[config.mk]
export PLATFORM = sky130hd
export DESIGN_NAME = btn_in_rpt
export DESIGN_NICKNAME = d
export VERILOG_FILES = /design/src/rtl/btn_pkg.sv /design/src/rtl/btn_chan.sv /design/src/rtl/btn_in_rpt.sv
export SDC_FILE = /design/constraint.sdc
export NUM_CORES = 1
export LEC_CHECK = 0
export ABC_AREA = 1
export BUFFER_PORTS_ARGS = -buffer_cell sky130_fd_sc_hd__buf_2
export CAP_MARGIN = 5
export CORE_MARGIN = 4
export CORE_UTILIZATION = 45
export DETAILED_ROUTE_END_ITERATION = 12
export HOLD_SLACK_MARGIN = 0.06
export SLEW_MARGIN = 20
export SYNTH_ARGS = -nofsm -noshare
export SYNTH_HDL_FRONTEND = slang
export SYNTH_SLANG_ARGS = --single-unit
[constraint.sdc]
create_clock -name CLK -period 5.5 [get_ports CLK]
set_input_delay 0.55 -clock CLK [delete_from_list [all_inputs] [get_ports CLK]]
set_output_delay 0.55 -clock CLK [all_outputs]
set_load 0.02 [all_outputs]
[src/rtl/btn_pkg.sv]
// Shared types and width helpers for the debounced button input stage.
package btn_pkg;

    typedef enum logic [1:0] {
        IDLE   = 2'd0,
        DELAY  = 2'd1,
        REPEAT = 2'd2
    } btn_state_e;

    // Bits needed to hold 0..max_val inclusive; never less than one.
    function automatic int unsigned cnt_width(input int unsigned max_val);
        return (max_val < 1) ? 1 : $clog2(max_val + 1);
    endfunction

    function automatic int unsigned max2(input int unsigned a, input int unsigned b);
        return (a > b) ? a : b;
    endfunction

endpackage

[src/rtl/btn_chan.sv]
// One debounced button channel: sample history, stable level and typematic repeat FSM.
module btn_chan
    import btn_pkg::*;
#(
    parameter int unsigned DEPTH   = 2,
    parameter int unsigned RPT_DLY = 20,
    parameter int unsigned RPT_PER = 4
) (
    input  logic clk,
    input  logic rst,
    input  logic tick,
    input  logic p,
    input  logic rpt_en,
    output logic bout,
    output logic brel,
    output logic lvl_next
);

    localparam int unsigned RC_W = cnt_width(max2(RPT_DLY, RPT_PER));
    localparam logic [RC_W-1:0] DLY_MAX  = RC_W'(RPT_DLY);
    localparam logic [RC_W-1:0] DLY_LAST = RC_W'(RPT_DLY - 1);
    localparam logic [RC_W-1:0] PER_MAX  = RC_W'(RPT_PER);
    localparam logic [RC_W-1:0] PER_LAST = RC_W'(RPT_PER - 1);

    logic [DEPTH-1:0] hist_q, hist_d, hist_shift;
    logic             lvl_q, lvl_d;
    btn_state_e       state_q, state_d;
    logic [RC_W-1:0]  rc_q, rc_d;
    logic             press_ev, rel_ev;

    // Oldest sample falls off the top; works for DEPTH == 1 as well.
    assign hist_shift = DEPTH'({hist_q, p});
    assign hist_d     = tick ? hist_shift : hist_q;
    assign press_ev   = tick & (&hist_shift) & ~lvl_q;
    assign rel_ev     = tick & ~(|hist_shift) & lvl_q;
    assign lvl_d      = press_ev ? 1'b1 : (rel_ev ? 1'b0 : lvl_q);
    assign lvl_next   = lvl_d;

    always_comb begin
        state_d = state_q;
        rc_d    = rc_q;
        bout    = 1'b0;
        brel    = 1'b0;
        if (rel_ev) begin
            // Release wins over any repeat due on the same tick.
            brel    = 1'b1;
            state_d = IDLE;
            rc_d    = '0;
        end else if (tick) begin
            unique case (state_q)
                IDLE: begin
                    if (press_ev) begin
                        bout    = 1'b1;
                        rc_d    = '0;
                        state_d = DELAY;
                    end
                end
                DELAY: begin
                    if (rc_q >= DLY_LAST) begin
                        if (rpt_en) begin
                            bout    = 1'b1;
                            rc_d    = '0;
                            state_d = REPEAT;
                        end else begin
                            rc_d = DLY_MAX;
                        end
                    end else begin
                        rc_d = rc_q + RC_W'(1);
                    end
                end
                REPEAT: begin
                    if (rc_q >= PER_LAST) begin
                        if (rpt_en) begin
                            bout = 1'b1;
                            rc_d = '0;
                        end else begin
                            rc_d = PER_MAX;
                        end
                    end else begin
                        rc_d = rc_q + RC_W'(1);
                    end
                end
                default: begin
                    state_d = IDLE;
                    rc_d    = '0;
                end
            endcase
        end
    end

    always_ff @(posedge clk) begin
        if (rst) begin
            hist_q  <= '0;
            lvl_q   <= 1'b0;
            state_q <= IDLE;
            rc_q    <= '0;
        end else begin
            hist_q  <= hist_d;
            lvl_q   <= lvl_d;
            state_q <= state_d;
            rc_q    <= rc_d;
        end
    end

endmodule

[src/rtl/btn_in_rpt.sv]
// Front-panel button input stage: tick generator, polarity normalisation and N_CH
// debounced channels with press/release/repeat pulses registered onto the outputs.
module btn_in_rpt
    import btn_pkg::*;
#(
    parameter int unsigned N_CH       = 7,
    parameter int unsigned TICK_DIV   = 1250000,
    parameter int unsigned DEPTH      = 2,
    parameter int unsigned RPT_DLY    = 20,
    parameter int unsigned RPT_PER    = 4,
    parameter bit          ACTIVE_LOW = 1'b1
) (
    input  logic            CLK,
    input  logic            RST,
    input  logic [N_CH-1:0] nBIN,
    input  logic [N_CH-1:0] RPT_EN,
    output logic [N_CH-1:0] BOUT,
    output logic [N_CH-1:0] BREL,
    output logic [N_CH-1:0] BLVL
);

    localparam int unsigned CNT_W = cnt_width(TICK_DIV);
    localparam logic [CNT_W-1:0] CNT_LAST = CNT_W'(TICK_DIV - 1);

    logic [CNT_W-1:0] cnt_q;
    logic             tick;
    logic [N_CH-1:0]  p_q;
    logic [N_CH-1:0]  bout_d, brel_d, lvl_d;

    assign tick = (cnt_q == CNT_LAST);

    // p_q registers the asynchronous pins once, already normalised to 1 = pressed.
    always_ff @(posedge CLK) begin
        if (RST) begin
            cnt_q <= '0;
            p_q   <= '0;
            BOUT  <= '0;
            BREL  <= '0;
            BLVL  <= '0;
        end else begin
            cnt_q <= tick ? '0 : cnt_q + CNT_W'(1);
            p_q   <= ACTIVE_LOW ? ~nBIN : nBIN;
            BOUT  <= bout_d;
            BREL  <= brel_d;
            BLVL  <= lvl_d;
        end
    end

    for (genvar i = 0; i < N_CH; i++) begin : g_chan
        btn_chan #(
            .DEPTH   (DEPTH),
            .RPT_DLY (RPT_DLY),
            .RPT_PER (RPT_PER)
        ) u_chan (
            .clk      (CLK),
            .rst      (RST),
            .tick     (tick),
            .p        (p_q[i]),
            .rpt_en   (RPT_EN[i]),
            .bout     (bout_d[i]),
            .brel     (brel_d[i]),
            .lvl_next (lvl_d[i])
        );
    end

endmodule

==> impl_results.md <==
- Register Area: 2100 um2
- Worst EP required: 5.74 ns
- Combinational cell fraction of total power: 0.022
- Worst slew pin tran: 0.763 ns
- Die Area: 15900 um2
- Mapped cell area: 6290 um2
- Compound-cell area share of the yosys netlist: 0.107
- Rows: 42
- Critical path class: register to register
- Max Clk Rate: 396 MHz
- Clock sink total: 105
- Floorplan core area: 13500 um2
- Top-count cell post-synth: nand2_1
- Clk root buf: clkbuf_16
- RSZ-0062 raised after global routing: no
- Residual DRC: 0
- Fillers: 1400
- Synth Warn #: 0
- Clock share of power: 0.480
- N_diodes: 0
- Via count: 5556
- PortBufs: 36
- Psw: 0.326 mW
- Ys flop type: dfxtp_1
- # resized after CTS: 0
- Post-synthesis mux area share: 0
- CP max FO: 24
- Worst vdd rail ir drop: 154 uV
- Vias in the first global route: 4862
- Power per cell area: 224 nW/um2
- Synth Area in XOR/XNOR: 0.00417
- CTS tree: done
- Final ANT Viol Nets: 0
- First-pass GRT wire length: 22900 um
- Pleak: 3.11 nW
- FFs w/ async S/R, synth: 0
- Clock latency on the worst-skew pair: 0.35 ns
- Multi-input gate area: 3570 um2
- Drt pass-1 iters: 5
- Die H: 126 um
- Hold_buf cts: 0
- Vias per inst: 4.86
- Largest net degree at the start of global routing: 31
- DRT Wirelength: 13600 um
- Unique cell type count in the Yosys netlist: 42
- Post-Synth Adder-Cell Area: 0.0716
- H-tree depth: 3
- Grt ovf: 0
- Worst Setup End Kind: register
- Final Max Tran Viols: 0
- Largest family of logic cells by synthesized area: simple AND/OR/NAND/NOR gates
- DP HPWL: 10100 um
- Fin crit period: 2.53 ns
- DIE WIDTH: 126 um
- Share of power burned in registers: 0.498
- Crit start category: register
- Commonest cells post-synth: nand2_1, nor2_1, inv_1
- Period utilization: 0.459
- Post-synthesis simple-gate area fraction: 0.385
- Seq/Total Area, Yosys: 0.334
- Max-Cap Viols: 0
- Worst endpoint data arrival time: 2.77 ns
- Outcome: complete, no violations
- Cell count after placement: 1127
- Post-synthesis net count: 984
- Pint: 1.22 mW
- Setup_tns: 0 ns
- Clk buf depth: 2
- Hold Path Class: input port to register
- Largest cells by area after synthesis: dfxtp_1, nand2_1, nor2_1, inv_1, ha_1
- Share of post-route cells with drive strength above 1: 0.107
- Num CTS Buffers: 9
- Initial antenna violation count: 0
- Post-synthesis register bit count: 105
- Clock slew at reported path FFs: 0.07 ns
- Net Sw Frac: 0.211
- EDFF count, synth: 0
- Setup bufs post-CTS: 0
- Initial drt markers: 299
- Initial core utilization: 0.468
- Relative slew slack: 0.491
- Fin. Hold Viols: 0
- Worst clock skew: 0.00503 ns
- Final net count: 1014
- IO Count: 37
- Global placement routability congestion: 0.847
- Tot GR Track Use: 0.172
- Final Setup Violations: 0
- Biggest area consumer among synthesized cells: dfxtp_1
- Wirelength per Cell: 11.9 um
- Mean Syn Cell Area: 6.75 um2
- Mapped Cells: 932
- Area Growth Syn to Fin: 9.78%
- Final Non-Filler Cells: 1143
- Synth top area share: 0.334
-- power groups by stage --
stage | registers [mW] | logic [mW] | clock network [mW]
final | 0.770 | 0.0346 | 0.742
after CTS | 0.770 | 0.0348 | 0.761
after detailed placement | 0.788 | 0.0349 | 0
after global routing | 0.771 | 0.0394 | 0.789
after floorplan | 0.787 | 0.0215 | 0
after global placement | 0.788 | 0.0345 | 0
-- critical path, stage by stage (launching register included) --
cell and delay, ns:
dfxtp_1 0.38, ha_1 0.23, nand3_2 0.17, nor2_8 0.24
nand3_4 0.47, o21ai_2 0.56, inv_1 0.15, a21oi_1 0.15
nor2_1 0.06
-- metrics by stage --
| step | worst slack, ns | util | hold slack (ns) | instance area [um2] | total power [mW] |
|---|---|---|---|---|---|
| after floorplan | 3.77 | - | 0.441 | 6290 | 0.808 |
| after detailed placement | 3.00 | 0.488 | 0.467 | 6570 | 0.823 |
| after CTS | 2.99 | 0.514 | 0.331 | 6910 | 1.57 |
| final | 2.97 | 0.514 | 0.346 | 6910 | 1.55 |
| after global routing | 2.78 | 0.514 | 0.340 | 6910 | 1.60 |
| after global placement | 3.07 | 0.488 | 0.462 | 6570 | 0.822 |
-- final timing paths --
path              cells past startpoint                       end  slack, ns     start
setup / recovery                      8  g_chan[5].u_chan.rc_q[2]       2.97  cnt_q[0]
setup reg to reg                      8  g_chan[5].u_chan.rc_q[2]       2.97  cnt_q[0]
hold reg to reg                       1                  cnt_q[0]       0.48  cnt_q[0]
hold / removal                        2                    p_q[5]       0.35   nBIN[5]
-- cell families (layout without fill, tap and decap cells) --
logic type                 count (synthesis)  after routing
and+or+nand+nor                          529            529
buffers and inverters                    148            183
AOI/OAI and AO/OA                        111            111
DFF                                      105            105
adders and majority gates                 36             36
xor gates and xnor gates                   3              3
-- flip-flops by register name, indices dropped and copies added (netlist names) --
register	count
BLVL	7
BOUT	7
BREL	7
cnt_q	21
g_chan.u_chan.hist_q	7
g_chan.u_chan.rc_q	35
g_chan.u_chan.state_q	14
p_q	7
-- layout make-up --
cell class / count / area share
Clock buffer: 9 / 0.0326
Sequential cell: 105 / 0.304
Multi-Input combinational cell: 679 / 0.517
Timing Repair Buffer: 36 / 0.0261
Inverter: 131 / 0.0712
Tap cell: 176 / 0.0319
Clock inverter: 7 / 0.0170
-- placed cells by master (no fill, tap or decap), types with 3 or more instances in the layout --
| cell | count |
|---|---|
| nand2_1 | 231 |
| nor2_1 | 145 |
| inv_1 | 128 |
| dfxtp_1 | 105 |
| nand3_1 | 61 |
| a21oi_1 | 61 |
| ha_1 | 36 |
| buf_2 | 36 |
| nand4_1 | 34 |
| o21ai_0 | 28 |
| nand3b_1 | 11 |
| nor2_2 | 9 |
| clkbuf_16 | 9 |
| nor3_1 | 8 |
| nand2_2 | 7 |
| nor2_4 | 7 |
| a211oi_2 | 7 |
| nor2_8 | 4 |
| o21ai_2 | 3 |
| o21a_1 | 3 |
| bufinv_16 | 3 |
-- per-layer routing --
metal / global-route usage / up-vias / wire length, um
met5: 0 / - / 0
met3: 0.0241 / 13 / 378
met4: 0.0593 / 0 / 212
met1: 0.239 / 2456 / 7170
met2: 0.275 / 55 / 5880
li1: - / 3032 / -
Note: power is estimated with default switching activity, not from simulation.
